### src/rtl/rv_ctrl_pkg.sv
// Shared encodings for the RV32I control pipeline.
// Opcodes, ALU/immediate classes and forwarding selects.
package rv_ctrl_pkg;

    localparam int REG_ADDR_W_DEF = 5;
    localparam int ALU_OP_W_DEF   = 2;

    localparam logic [6:0] OP_LOAD   = 7'b0000011;
    localparam logic [6:0] OP_STORE  = 7'b0100011;
    localparam logic [6:0] OP_RTYPE  = 7'b0110011;
    localparam logic [6:0] OP_BRANCH = 7'b1100011;

    localparam logic [1:0] ALU_ADD   = 2'b00;
    localparam logic [1:0] ALU_SUB   = 2'b01;
    localparam logic [1:0] ALU_FUNCT = 2'b10;

    localparam logic [1:0] IMM_I = 2'b00;
    localparam logic [1:0] IMM_S = 2'b01;
    localparam logic [1:0] IMM_B = 2'b10;

    localparam logic [1:0] FWD_RF  = 2'b00;
    localparam logic [1:0] FWD_WB  = 2'b01;
    localparam logic [1:0] FWD_MEM = 2'b10;

endpackage

### src/rtl/hazard_unit.sv
// Combinational hazard detection: load-use stall, branch flush
// and EX operand forwarding selects.
module hazard_unit
    import rv_ctrl_pkg::*;
#(
    parameter int REG_ADDR_W = REG_ADDR_W_DEF
) (
    input  logic                  id_valid,
    input  logic [REG_ADDR_W-1:0] id_rs1,
    input  logic [REG_ADDR_W-1:0] id_rs2,
    input  logic                  ex_valid,
    input  logic                  ex_reg_write,
    input  logic                  ex_result_src,
    input  logic                  ex_branch,
    input  logic                  ex_zero,
    input  logic [REG_ADDR_W-1:0] ex_rd,
    input  logic [REG_ADDR_W-1:0] ex_rs1,
    input  logic [REG_ADDR_W-1:0] ex_rs2,
    input  logic                  mem_valid,
    input  logic                  mem_reg_write,
    input  logic [REG_ADDR_W-1:0] mem_rd,
    input  logic                  wb_valid,
    input  logic                  wb_reg_write,
    input  logic [REG_ADDR_W-1:0] wb_rd,
    output logic                  lu,
    output logic                  stall_f,
    output logic                  stall_d,
    output logic                  flush_d,
    output logic                  pc_src,
    output logic [1:0]            forward_a,
    output logic [1:0]            forward_b
);

    logic ex_is_load;
    logic mem_fwd_ok;
    logic wb_fwd_ok;

    // result_src is high by decoder default, so reg_write must qualify it
    assign ex_is_load = ex_valid & ex_reg_write & ex_result_src;

    assign lu = ex_is_load & id_valid & (ex_rd != '0)
              & ((ex_rd == id_rs1) | (ex_rd == id_rs2));

    assign pc_src  = ex_valid & ex_branch & ex_zero;
    assign flush_d = pc_src;
    assign stall_f = lu & ~pc_src;
    assign stall_d = lu & ~pc_src;

    assign mem_fwd_ok = mem_valid & mem_reg_write & (mem_rd != '0);
    assign wb_fwd_ok  = wb_valid & wb_reg_write & (wb_rd != '0);

    always_comb begin
        forward_a = FWD_RF;
        forward_b = FWD_RF;
        if (mem_fwd_ok && mem_rd == ex_rs1)
            forward_a = FWD_MEM;
        else if (wb_fwd_ok && wb_rd == ex_rs1)
            forward_a = FWD_WB;
        if (mem_fwd_ok && mem_rd == ex_rs2)
            forward_b = FWD_MEM;
        else if (wb_fwd_ok && wb_rd == ex_rs2)
            forward_b = FWD_WB;
    end

endmodule

### src/rtl/ctrl_pipe.sv
// EX/MEM/WB control pipeline registers for the RV32I core,
// with hazard controls from hazard_unit.
module ctrl_pipe
    import rv_ctrl_pkg::*;
#(
    parameter int REG_ADDR_W = REG_ADDR_W_DEF,
    parameter int ALU_OP_W   = ALU_OP_W_DEF
) (
    input  logic                  clk,
    input  logic                  rst,
    input  logic                  id_valid,
    input  logic                  id_reg_write,
    input  logic                  id_alu_src,
    input  logic                  id_mem_write,
    input  logic                  id_result_src,
    input  logic                  id_branch,
    input  logic [1:0]            id_imm_src,
    input  logic [ALU_OP_W-1:0]   id_alu_op,
    input  logic [REG_ADDR_W-1:0] id_rs1,
    input  logic [REG_ADDR_W-1:0] id_rs2,
    input  logic [REG_ADDR_W-1:0] id_rd,
    input  logic                  ex_zero,
    output logic                  ex_alu_src,
    output logic [1:0]            ex_imm_src,
    output logic [ALU_OP_W-1:0]   ex_alu_op,
    output logic                  mem_mem_write,
    output logic                  wb_reg_write,
    output logic                  wb_result_src,
    output logic [REG_ADDR_W-1:0] wb_rd,
    output logic [1:0]            forward_a,
    output logic [1:0]            forward_b,
    output logic                  stall_f,
    output logic                  stall_d,
    output logic                  flush_d,
    output logic                  pc_src
);

    logic                  ex_v, ex_rw, ex_as, ex_mw, ex_rs, ex_br;
    logic [1:0]            ex_imm;
    logic [ALU_OP_W-1:0]   ex_aop;
    logic [REG_ADDR_W-1:0] ex_rs1, ex_rs2, ex_rd;

    logic                  mem_v, mem_rw, mem_mw, mem_rs;
    logic [REG_ADDR_W-1:0] mem_rd;

    logic                  wb_v, wb_rw, wb_rs;
    logic [REG_ADDR_W-1:0] wb_rd_q;

    logic lu;
    logic bubble;

    assign bubble = lu | pc_src | ~id_valid;

    always_ff @(posedge clk) begin
        if (rst) begin
            ex_v    <= 1'b0;
            ex_rw   <= 1'b0;
            ex_as   <= 1'b0;
            ex_mw   <= 1'b0;
            ex_rs   <= 1'b0;
            ex_br   <= 1'b0;
            ex_imm  <= '0;
            ex_aop  <= '0;
            ex_rs1  <= '0;
            ex_rs2  <= '0;
            ex_rd   <= '0;
            mem_v   <= 1'b0;
            mem_rw  <= 1'b0;
            mem_mw  <= 1'b0;
            mem_rs  <= 1'b0;
            mem_rd  <= '0;
            wb_v    <= 1'b0;
            wb_rw   <= 1'b0;
            wb_rs   <= 1'b0;
            wb_rd_q <= '0;
        end else begin
            if (bubble) begin
                ex_v   <= 1'b0;
                ex_rw  <= 1'b0;
                ex_as  <= 1'b0;
                ex_mw  <= 1'b0;
                ex_rs  <= 1'b0;
                ex_br  <= 1'b0;
                ex_imm <= '0;
                ex_aop <= '0;
                ex_rs1 <= '0;
                ex_rs2 <= '0;
                ex_rd  <= '0;
            end else begin
                ex_v   <= 1'b1;
                ex_rw  <= id_reg_write;
                ex_as  <= id_alu_src;
                ex_mw  <= id_mem_write;
                ex_rs  <= id_result_src;
                ex_br  <= id_branch;
                ex_imm <= id_imm_src;
                ex_aop <= id_alu_op;
                ex_rs1 <= id_rs1;
                ex_rs2 <= id_rs2;
                ex_rd  <= id_rd;
            end
            mem_v   <= ex_v;
            mem_rw  <= ex_rw;
            mem_mw  <= ex_mw;
            mem_rs  <= ex_rs;
            mem_rd  <= ex_rd;
            wb_v    <= mem_v;
            wb_rw   <= mem_rw;
            wb_rs   <= mem_rs;
            wb_rd_q <= mem_rd;
        end
    end

    assign ex_alu_src    = ex_v & ex_as;
    assign ex_imm_src    = ex_v ? ex_imm : '0;
    assign ex_alu_op     = ex_v ? ex_aop : '0;
    assign mem_mem_write = mem_v & mem_mw;
    assign wb_reg_write  = wb_v & wb_rw;
    assign wb_result_src = wb_v & wb_rs;
    assign wb_rd         = wb_v ? wb_rd_q : '0;

    hazard_unit #(
        .REG_ADDR_W(REG_ADDR_W)
    ) u_hazard (
        .id_valid      (id_valid),
        .id_rs1        (id_rs1),
        .id_rs2        (id_rs2),
        .ex_valid      (ex_v),
        .ex_reg_write  (ex_rw),
        .ex_result_src (ex_rs),
        .ex_branch     (ex_br),
        .ex_zero       (ex_zero),
        .ex_rd         (ex_rd),
        .ex_rs1        (ex_rs1),
        .ex_rs2        (ex_rs2),
        .mem_valid     (mem_v),
        .mem_reg_write (mem_rw),
        .mem_rd        (mem_rd),
        .wb_valid      (wb_v),
        .wb_reg_write  (wb_rw),
        .wb_rd         (wb_rd_q),
        .lu            (lu),
        .stall_f       (stall_f),
        .stall_d       (stall_d),
        .flush_d       (flush_d),
        .pc_src        (pc_src),
        .forward_a     (forward_a),
        .forward_b     (forward_b)
    );

endmodule

### config.mk
export PLATFORM = sky130hd
export DESIGN_NAME = ctrl_pipe
export DESIGN_NICKNAME = d
export VERILOG_FILES = /design/src/rtl/rv_ctrl_pkg.sv /design/src/rtl/hazard_unit.sv /design/src/rtl/ctrl_pipe.sv
export SDC_FILE = /design/constraint.sdc
export NUM_CORES = 1
export LEC_CHECK = 0
export CORE_ASPECT_RATIO = 0.8
export CORE_MARGIN = 2
export CORE_UTILIZATION = 40
export CTS_BUF_LIST = sky130_fd_sc_hd__clkbuf_8
export CTS_CLUSTER_DIAMETER = 60
export DETAILED_ROUTE_END_ITERATION = 10
export PLACE_DENSITY = 0.69
export SLEW_MARGIN = 10
export SYNTH_ARGS = -nofsm -noshare
export SYNTH_HDL_FRONTEND = slang
export SYNTH_HIERARCHICAL = 1
export SYNTH_SLANG_ARGS = --single-unit
### constraint.sdc
create_clock -name clk -period 2.2 [get_ports clk]
set_input_delay 0.66 -clock clk [delete_from_list [all_inputs] [get_ports clk]]
set_output_delay 0.66 -clock clk [all_outputs]
set_load 0.02 [all_outputs]
Word level (Yosys, flattened, before mapping). Index checks and enable logic that the tools add are counted.

Bits in registers: 42. Bits in latches: 0. Bits in writable memories: 0. Memory bits (read-only): 0. Input port bits: 28. Word-level logic and storage cells: 62. Memories kept: 0.

Add/subtract/negate cells: 0. $mul: 0. Div/mod/pow operators: 0. $lt $le $gt $ge: 0. Equality and inequality tests: 6. Shifts and indexed selects: 0. Muxes and demuxes: 8. Bitwise gates (word level): 20. Reductions and logical operators: 8.

Operators with widths (count): $eq 5x5->1 (6); $and 1x1->1 (15); $reduce_bool 5->1 (3); $mux 2 (4); $mux 5 (1); $logic_and 1x1->1 (4); $mux 1 (3); $or 1x1->1 (3); $not 1->1 (2); $reduce_or 2->1 (1).

Longest topological paths before layout. Gate-level depths: netlist of the first run.

Depth in word-level cells: 8. Gate-level depth with buffers: 7.

By module. The synthesis of the first run kept the hierarchy.

Modules (own cells, without submodules): ctrl_pipe (instances 1, cells an instance 100, area an instance 1263.7 sq um, seq. area each 840.8 sq um); hazard_unit (instances 1, cells an instance 57, area an instance 447.9 sq um, seq. area each 0.0 sq um).

Worst setup path after synthesis of the first run. OpenSTA, ideal clock, no wires.

Path kind: flip-flop to output port. Start: register mem_rd[1]. End: output forward_a[0]. Arrival: 1.702 ns. Data required time: 1.540 ns. Path slack: -0.162 ns. Stages on the path, launching flop included: 5. Path buffers: 0. Cells stage by stage: dfxtp_1 -> or4_1 -> o211ai_2 -> nor4_1 -> nor4_2.

Word-level cells in the longest chain between the ends: 4. Elaborated cells between the ends (all ways): 5. Those cells by class: eq/ne: 1; mux: 1; bitwise: 1; reduce/logical: 2.

RTL lines: start, declared (line ctrl_pipe.sv:44) `logic [REG_ADDR_W-1:0] mem_rd;`; start signal, assigned (line ctrl_pipe.sv:106) `mem_rd <= ex_rd;`; $reduce_bool 5->1 (line hazard_unit.sv:49) `assign mem_fwd_ok = mem_valid & mem_reg_write & (mem_rd != '0);`; $and 1x1->1 (line hazard_unit.sv:49); $logic_and 1x1->1 * (line hazard_unit.sv:55) `if (mem_fwd_ok && mem_rd == ex_rs1)`; $mux 2 * (line hazard_unit.sv:55); end, declared (line ctrl_pipe.sv:30) `output logic [1:0] forward_a,`.

Mark *: on every way between the ends. The rest lies on a longest branch, timed or not.

Worst setup path after layout of the first run.
Start: register mem_rd[4]. End: output forward_b[0].

Word-level cells in the longest chain between the ends: 4. Elaborated cells between the ends (all ways): 5. Those cells by class: eq/ne: 1; mux: 1; bitwise: 1; reduce/logical: 2.

RTL lines: $reduce_bool 5->1 (line hazard_unit.sv:49); $and 1x1->1 (line hazard_unit.sv:49); $logic_and 1x1->1 * (line hazard_unit.sv:59) `if (mem_fwd_ok && mem_rd == ex_rs2)`; $mux 2 * (line hazard_unit.sv:59); end, declared (line ctrl_pipe.sv:31) `output logic [1:0] forward_b,`.

Marked as above.

==> results.yml, run 1 <==
timing:
  period_minus_slack_ns: 2.48
  tightest_slew_ns: 0.584
  relSlewSlack: 0.609
  rsz0062_at_grt: "true"
  hold_slack_ns: 0.450
  hold_viol_final: 0
  slew_violations: 0
  setup-tns-final_ns: -0.994
  finalCritPeriodShare: 1.13
  setup_viol: 6
  clock.fmax_mhz: 404
  skew_ns: 0.00718
  setup_slack_ns: -0.275
layout:
  final_common_cell: "dfxtp_1"
  drive_above_1_share: 0.360
  final_nets: 255
  final_cell_mix: "39 x dfxtp_1, 23 x and2_1, 23 x clkdlybuf4s50_1"
  final_util: 0.618
  synthToLayoutAreaGrowth_pct: 49.8
  final_area_mm2: 0.00256
  n_antenna_cell: 0
detailed_routing:
  drt_pass1_iterations: 4
  via_per_inst: 4.39
  totalWireLength_um: 3530
  drtIter0Drc: 35
  drc: 0
  vias: 1250
  postRouteAntennaNets: 0
  wl_per_cell_um: 12.4
cts:
  holdBufCountCts: 0
  clock-sinks: 42
  clkTransAtPathRegs_ns: 0.08
  cts_buffers: 5
  cts.htree.levels: 2
  clock_latency_ns: 0.30
  tritoncts: "done"
  cts_buffer_depth: 2
  root_buffer: "clkbuf_8"
yosys:
  synth-main-ff-cell: "dfxtp_1"
  synth-seq-cells: 42
  syn_area_mm2: 0.00171
  async_reset_ff_frac: 0
  ys_warn_count: 6
  syn_inst: 157
  syn-num-nets: 185
  ys_types: 24
  synth-seq-area-share: 0.491
  synth_edf_count: 0
  avgSynthCellArea_um2: 10.9
die:
  core_mm2: 0.00415
  start_util: 0.412
  dieArea_mm2: 0.00482
  die_height_um: 62.5
  rows: 21
  num_io_pins: 49
  die_x_um: 77.1
global_routing:
  grt_overflow_total: 0
  antenna_found_initial: 0
  grt.total_usage: 0.153
  grt_max_degree: 18
  first_global_vias: 1257
  grt_pass1_wl_um: 5660
power:
  p_leak_nw: 1.23
  peakVddDrop_v: 0.000418
  power_density_mw_per_mm2: 613
critical_path:
  crit_path_start_kind: "flop"
  worst_ep_arrival_time_ns: 1.82
  worstPathRequired_ns: 1.54
  path_class: "flop to output pin"
  critPathMaxFanout: 2
  endpoint_kind: "output pin"
placement:
  hpwl_um: 2570
  dpl_cell_area_mm2: 0.00239
  port_buffers: 48
  gp_congestion: 0.882
job:
  drv_cap: 0
run_status:
  failed_checks: "setup timing"
  status: "complete, but fails checks"
min_path:
  hp-class: "flop to flop"
per-stage QoR:
step	cells	total power [mW]	setup WS, ns
2_1_floorplan	157	0.898	0.0143
3_3_place_gp	275	0.977	-0.805
3_5_place_dp	275	0.982	-0.804
4_1_cts	285	1.58	-0.311
5_1_grt	285	1.63	-0.361
6_report	285	1.57	-0.275
final cells by class:
class,instances,area (um2)
sequential,42,845
timing repair buffer,67,587
clock buffer,5,68.8
clock inverter,3,41.3
tap,57,71.3
multi-input combinational,111,951
fill,366,1590
where the power goes:
| group | switching [mW] | internal [mW] | leakage [nW] |
|---|---|---|---|
| Sequential | 0.0204 | 0.786 | 0.345 |
| Clock | 0.263 | 0.334 | 0.0556 |
| Combinational | 0.0710 | 0.0978 | 0.828 |
| Total | 0.354 | 1.22 | 1.23 |
worst max-delay path: stages, from the launching register on:
cell and delay (ns):
dfxtp_2 0.33, or4_4 0.54, o211ai_4 0.25, nor4_4 0.09
nor4_4 0.13, buf_4 0.18
worst paths after layout:
path	depth (start not counted)	end	from	slack, ns
setup reg to reg	7	ex_rs1[4]	ex_rd[4]	0.18
hold / removal	1	wb_rs	mem_rs	0.45
hold reg to reg	1	wb_rs	mem_rs	0.45
setup / recovery	5	forward_b[0]	mem_rd[4]	-0.28
layer usage:
| metal | GRT usage | vias up | part of all wire |
|---|---|---|---|
| met5 | 0 | - | 0 |
| met2 | 0.263 | 42 | 0.49 |
| met3 | 0.0549 | 5 | 0.061 |
| met1 | 0.173 | 553 | 0.43 |
| met4 | 0.0603 | 0 | 0.014 |
| li1 | - | 650 | - |
flip-flops by register name, summed over array words and instances, names as in the netlist, 2 cells and up:
name / flops
ex_aop: 2
ex_imm: 2
ex_rd: 5
ex_rs1: 5
ex_rs2: 5
mem_rd: 5
wb_rd_q: 5
synth_stat cells, types with 2 or more instances:
library cell	count	area, um2
nor3_1	5	25.0
buf_4	2	15.0
and2_1	23	144
xor2_1	24	210
buf_6	2	22.5
xnor2_1	6	52.6
nor2b_1	10	62.6
nand3_1	2	10.0
dfxtp_1	42	841
o2111ai_1	2	17.5
or4_1	2	15.0
nor4_2	2	25.0
nor2_1	4	15.0
nor4_1	2	12.5
and2_2	14	105
and2b_2	7	61.3
what timing repair did:
item,CTS,global route
endpoints found under the setup margin,33,40
buffers inserted,1,0
cloned,1,0
gates resized for setup,86,16
pin swaps,15,7
logic make-up (layout without fill, tap and decap cells):
| family | Yosys count | count (layout) | synth area share |
|---|---|---|---|
| AOI/OAI and AO/OA | 6 | 6 | 0.0322 |
| xor gates and xnor gates | 30 | 30 | 0.154 |
| buffers and inverters | 5 | 75 | 0.0241 |
| DFF | 42 | 42 | 0.491 |
| and+or+nand+nor | 74 | 75 | 0.299 |
No activity file was read; power rests on OpenSTA's default activity.
==> inputs of run 2 (changes only) <==
CORE_MARGIN = default   (was 2)
HOLD_SLACK_MARGIN = 0.12   (was default)
==> results.yml, run 2 (synthesis results as in run 1) <==
placement:
  dpl.cell_count: 274
  pre_cts_ws_ns: -0.808
  gp_congestion: 0.850
  port_buffers: 48
  dpl_cell_area_mm2: 0.00239
layout:
  final_common_cell: "dfxtp_1"
  n_antenna_cell: 0
  layout.cells.non_filler: 283
  final_util: 0.650
  drive_above_1_share: 0.368
  final_cell_mix: "38 x dfxtp_1, 23 x and2_1, 23 x clkdlybuf4s50_1"
  final_area_mm2: 0.00257
  final_nets: 255
  synthToLayoutAreaGrowth_pct: 50.1
  n_fill_cell: 329
cts:
  holdBufCountCts: 0
  cts_buffer_depth: 2
  clock_latency_ns: 0.29
  cts.htree.levels: 2
  clkTransAtPathRegs_ns: 0.08
  post_cts_buffers: 0
  cts_buffers: 5
  tritoncts: "done"
  root_buffer: "clkbuf_8"
  clock-sinks: 42
timing:
  clock.fmax_mhz: 403
  rsz0062_at_grt: "true"
  setup_viol: 6
  tightest_slew_ns: 0.684
  setup_slack_ns: -0.279
  hold_viol_final: 0
  hold_slack_ns: 0.451
  slew_violations: 0
  period_minus_slack_ns: 2.48
  relSlewSlack: 0.541
  setup-tns-final_ns: -0.965
  finalCritPeriodShare: 1.13
  skew_ns: 0.00579
detailed_routing:
  drtIter0Drc: 34
  drt_pass1_iterations: 5
  wl_per_cell_um: 11.9
  drc: 0
  postRouteAntennaNets: 0
  vias: 1262
  via_per_inst: 4.46
  totalWireLength_um: 3380
global_routing:
  grt.met3_usage: 0.0648
  grt_overflow_total: 0
  grtUsageMet1: 0.194
  first_global_vias: 1195
  grt.total_usage: 0.168
  antenna_found_initial: 0
  grt_max_degree: 17
  grt_pass1_wl_um: 5460
  grt_busiest_layer: "met2"
  grt_use_met2: 0.290
critical_path:
  crit_chain: "or4_4, o211ai_4, nor4_4, nor4_4, buf_4"
  crit_path_top_delay_cell: "or4_4"
  critPathMaxStageDelay_ns: 0.54
  worst_ep_arrival_time_ns: 1.82
  critPathMaxFanout: 2
  endpoint_kind: "output pin"
  worstPathRequired_ns: 1.54
  crit_path_start_kind: "flop"
  path_class: "flop to output pin"
  cpMostUsedCell: "nor4_4"
die:
  start_util: 0.433
  num_io_pins: 49
  rows: 20
  core_mm2: 0.00395
  die_x_um: 75.1
  die_height_um: 60.5
  dieArea_mm2: 0.00455
power:
  p_leak_nw: 1.22
  peakVddDrop_v: 0.000571
  power_density_mw_per_mm2: 606
  finalPower_mw: 1.56
job:
  drv_cap: 0
run_status:
  status: "complete, but fails checks"
  failed_checks: "setup timing"
min_path:
  hp-class: "flop to flop"
[run 2: where the power goes]
group	switching [mW]	internal [mW]	total (mW)
clock	0.250	0.334	0.584
sequential	0.0205	0.787	0.807
combinational	0.0681	0.0982	0.166
[run 2: path summary, 6_finish.rpt]
| kind | depth (start not counted) | slack [ns] | to | start |
|---|---|---|---|---|
| worst max-delay path | 5 | -0.28 | forward_a[0] | mem_rd[4] |
| worst min register to register | 1 | 0.45 | wb_rs | mem_rs |
| worst max register to register | 6 | 0.16 | ex_rd[3] | ex_rd[4] |
| worst min-delay path | 1 | 0.45 | wb_rs | mem_rs |
[run 2: worst max-delay path, delay by kind of cell, from the launching register on]
| kind | cells | cell delay [ns] |
|---|---|---|
| DFF | 1 | 0.32 |
| and+or+nand+nor | 3 | 0.77 |
| AOI/OAI and AO/OA | 1 | 0.25 |
| buffers and inverters | 1 | 0.18 |
[run 2: layout make-up]
cell class              instances  area [um2]  share of cell area
flip-flops and latches         42         846               0.329
multi-input cells             111         961               0.374
repair buffers                 67         584               0.227
well taps                      55        68.8              0.0268
clock buffers                   5        68.8              0.0268
clock inverters                 3        41.3              0.0161
[run 2: repair_timing]
item | in CTS | in global routing
resized for setup | 94 | 10
endpoints found under the setup margin | 34 | 17
cloned | 1 | 0
pin swaps | 16 | 5
[run 2: layer usage]
| metal | wire length (um) | vias up |
|---|---|---|
| li1 | - | 650 |
| met1 | 1460 | 559 |
| met2 | 1670 | 49 |
| met3 | 233 | 4 |
| met4 | 19 | 0 |
| met5 | 0 | - |
==> inputs of run 3 (changes only) <==
SLEW_MARGIN = 20   (was 10)
clock period = 2.9 ns   (was 2.2 ns; I/O delays follow)
==> results.yml, run 3 (synthesis results as in run 1) <==
run_status:
  status: "finished, final reports clean"
die:
  num_io_pins: 49
  core_mm2: 0.00395
  die_x_um: 75.1
  start_util: 0.433
  dieArea_mm2: 0.00455
  die_height_um: 60.5
  rows: 20
timing:
  skew_ns: 0.00763
  clock.fmax_mhz: 346
  finalCritPeriodShare: 0.997
  relSlewSlack: 0.418
  setup_viol: 0
  hold_viol_final: 0
  rsz0062_at_grt: "true"
  tightest_slew_ns: 0.870
  period_minus_slack_ns: 2.89
  slew_violations: 0
  hold_slack_ns: 0.452
critical_path:
  worst_ep_arrival_time_ns: 2.02
  worstPathRequired_ns: 2.03
  regToRegSetupSlack_ns: 0.79
  crit_path_top_delay_cell: "or4_4"
  crit_path_start_kind: "flop"
  reg2reg_to: "ex_rs1[0]"
  r2r_cells: 6
  r2r_start: "ex_rd[0]"
  endpoint_kind: "output pin"
  path_class: "flop to output pin"
  cpMostUsedCell: "nor4_2"
  critPathMaxStageDelay_ns: 0.54
  critPathMaxFanout: 2
  crit_chain: "or4_4, o211ai_4, buf_6, nor4_2, nor4_2, buf_2"
detailed_routing:
  route.top_layer_used: "met4"
  vias: 1203
  drt_pass1_iterations: 2
  wl_met3_um: 217
  wl_per_cell_um: 12.1
  drtIter0Drc: 25
  via_per_inst: 4.42
  wl_met1_um: 1450
  drc: 0
  totalWireLength_um: 3290
  dr_wl_met2_um: 1580
  postRouteAntennaNets: 0
cts:
  cts_buffer_depth: 2
  clock_latency_ns: 0.29
  cts.htree.levels: 2
  cts_buffers: 5
  root_buffer: "clkbuf_8"
  clkTransAtPathRegs_ns: 0.07
  clock-sinks: 42
  holdBufCountCts: 0
  tritoncts: "done"
placement:
  gp_congestion: 0.815
  hpwl_um: 2560
  dpl_cell_area_mm2: 0.00229
  port_buffers: 48
layout:
  final_cell_mix: "41 x dfxtp_1, 29 x clkdlybuf4s50_1, 24 x xor2_1"
  final_area_mm2: 0.00246
  n_antenna_cell: 0
  final_common_cell: "dfxtp_1"
  final_nets: 245
  drive_above_1_share: 0.249
  n_fill_cell: 339
  final_util: 0.621
  synthToLayoutAreaGrowth_pct: 43.5
global_routing:
  grt_overflow_total: 0
  grt_max_degree: 26
  grt_pass1_wl_um: 5190
  grt.total_usage: 0.162
  first_global_vias: 1193
  antenna_found_initial: 0
power:
  finalPower_mw: 1.19
  p_leak_nw: 1.14
  peakVddDrop_v: 0.000329
  power_density_mw_per_mm2: 483
min_path:
  hp-class: "flop to flop"
  whs_endpoint: "wb_rs"
  whs_path_depth: 1
  min_from: "mem_rs"
job:
  drv_cap: 0
## run 3: layout make-up
class,instances,area (um2),area share
multi-input cells,110,876,0.357
flip-flops and latches,42,842,0.343
repair buffers,58,557,0.227
clock buffers,6,82.6,0.0336
well taps,55,68.8,0.0280
clock inverters,1,30.0,0.0122
## run 3: how the worst max path moves through the flow
| stage | start | endpoint | slack, ns | cells after the start |
|---|---|---|---|---|
| after floorplan | id_rs1[2] | stall_f | 0.19 | 5 |
| after global placement | id_rs1[2] | stall_f | -0.54 | 6 |
| after detailed placement | id_rs1[0] | stall_f | -0.54 | 6 |
| after CTS | mem_rd[4] | forward_a[1] | -0.12 | 6 |
| after global routing | mem_rd[1] | forward_b[0] | -0.06 | 6 |
| final | mem_rd[1] | forward_b[0] | 0.008 | 6 |
## run 3: per-layer routing
layer | up-vias | track usage
met1 | 530 | 0.175
met5 | - | 0
li1 | 626 | -
met2 | 43 | 0.282
met3 | 4 | 0.0681
met4 | 0 | 0.0661
## run 3: timing repair
item / 4_1_cts / 5_1_grt
endpoints found under the setup margin: 8 / 19
buffers inserted: 0 / 1
pin swaps: 3 / 6
resized for setup: 34 / 15
## run 3: through the flow
stage	setup TNS [ns]	instances	setup WS [ns]
floorplan	0	157	0.189
global placement	-4.86	264	-0.536
detailed placement	-6.12	264	-0.538
CTS	-0.137	271	-0.119
global route	-0.0560	272	-0.0560
finish	0	272	0.00814
## run 3: worst max-delay path: cells and delay by family, from the launching register on
family | cells | cell delay (ns)
AO/OA/AOI/OAI | 1 | 0.24
flip-flops | 1 | 0.33
AND/OR/NAND/NOR | 3 | 0.83
buffers and inverters | 2 | 0.33
## run 3: power by group
group / internal [mW] / switching [mW]
clock network: 0.275 / 0.186
logic: 0.0676 / 0.0435
registers: 0.597 / 0.0168
total: 0.939 / 0.247
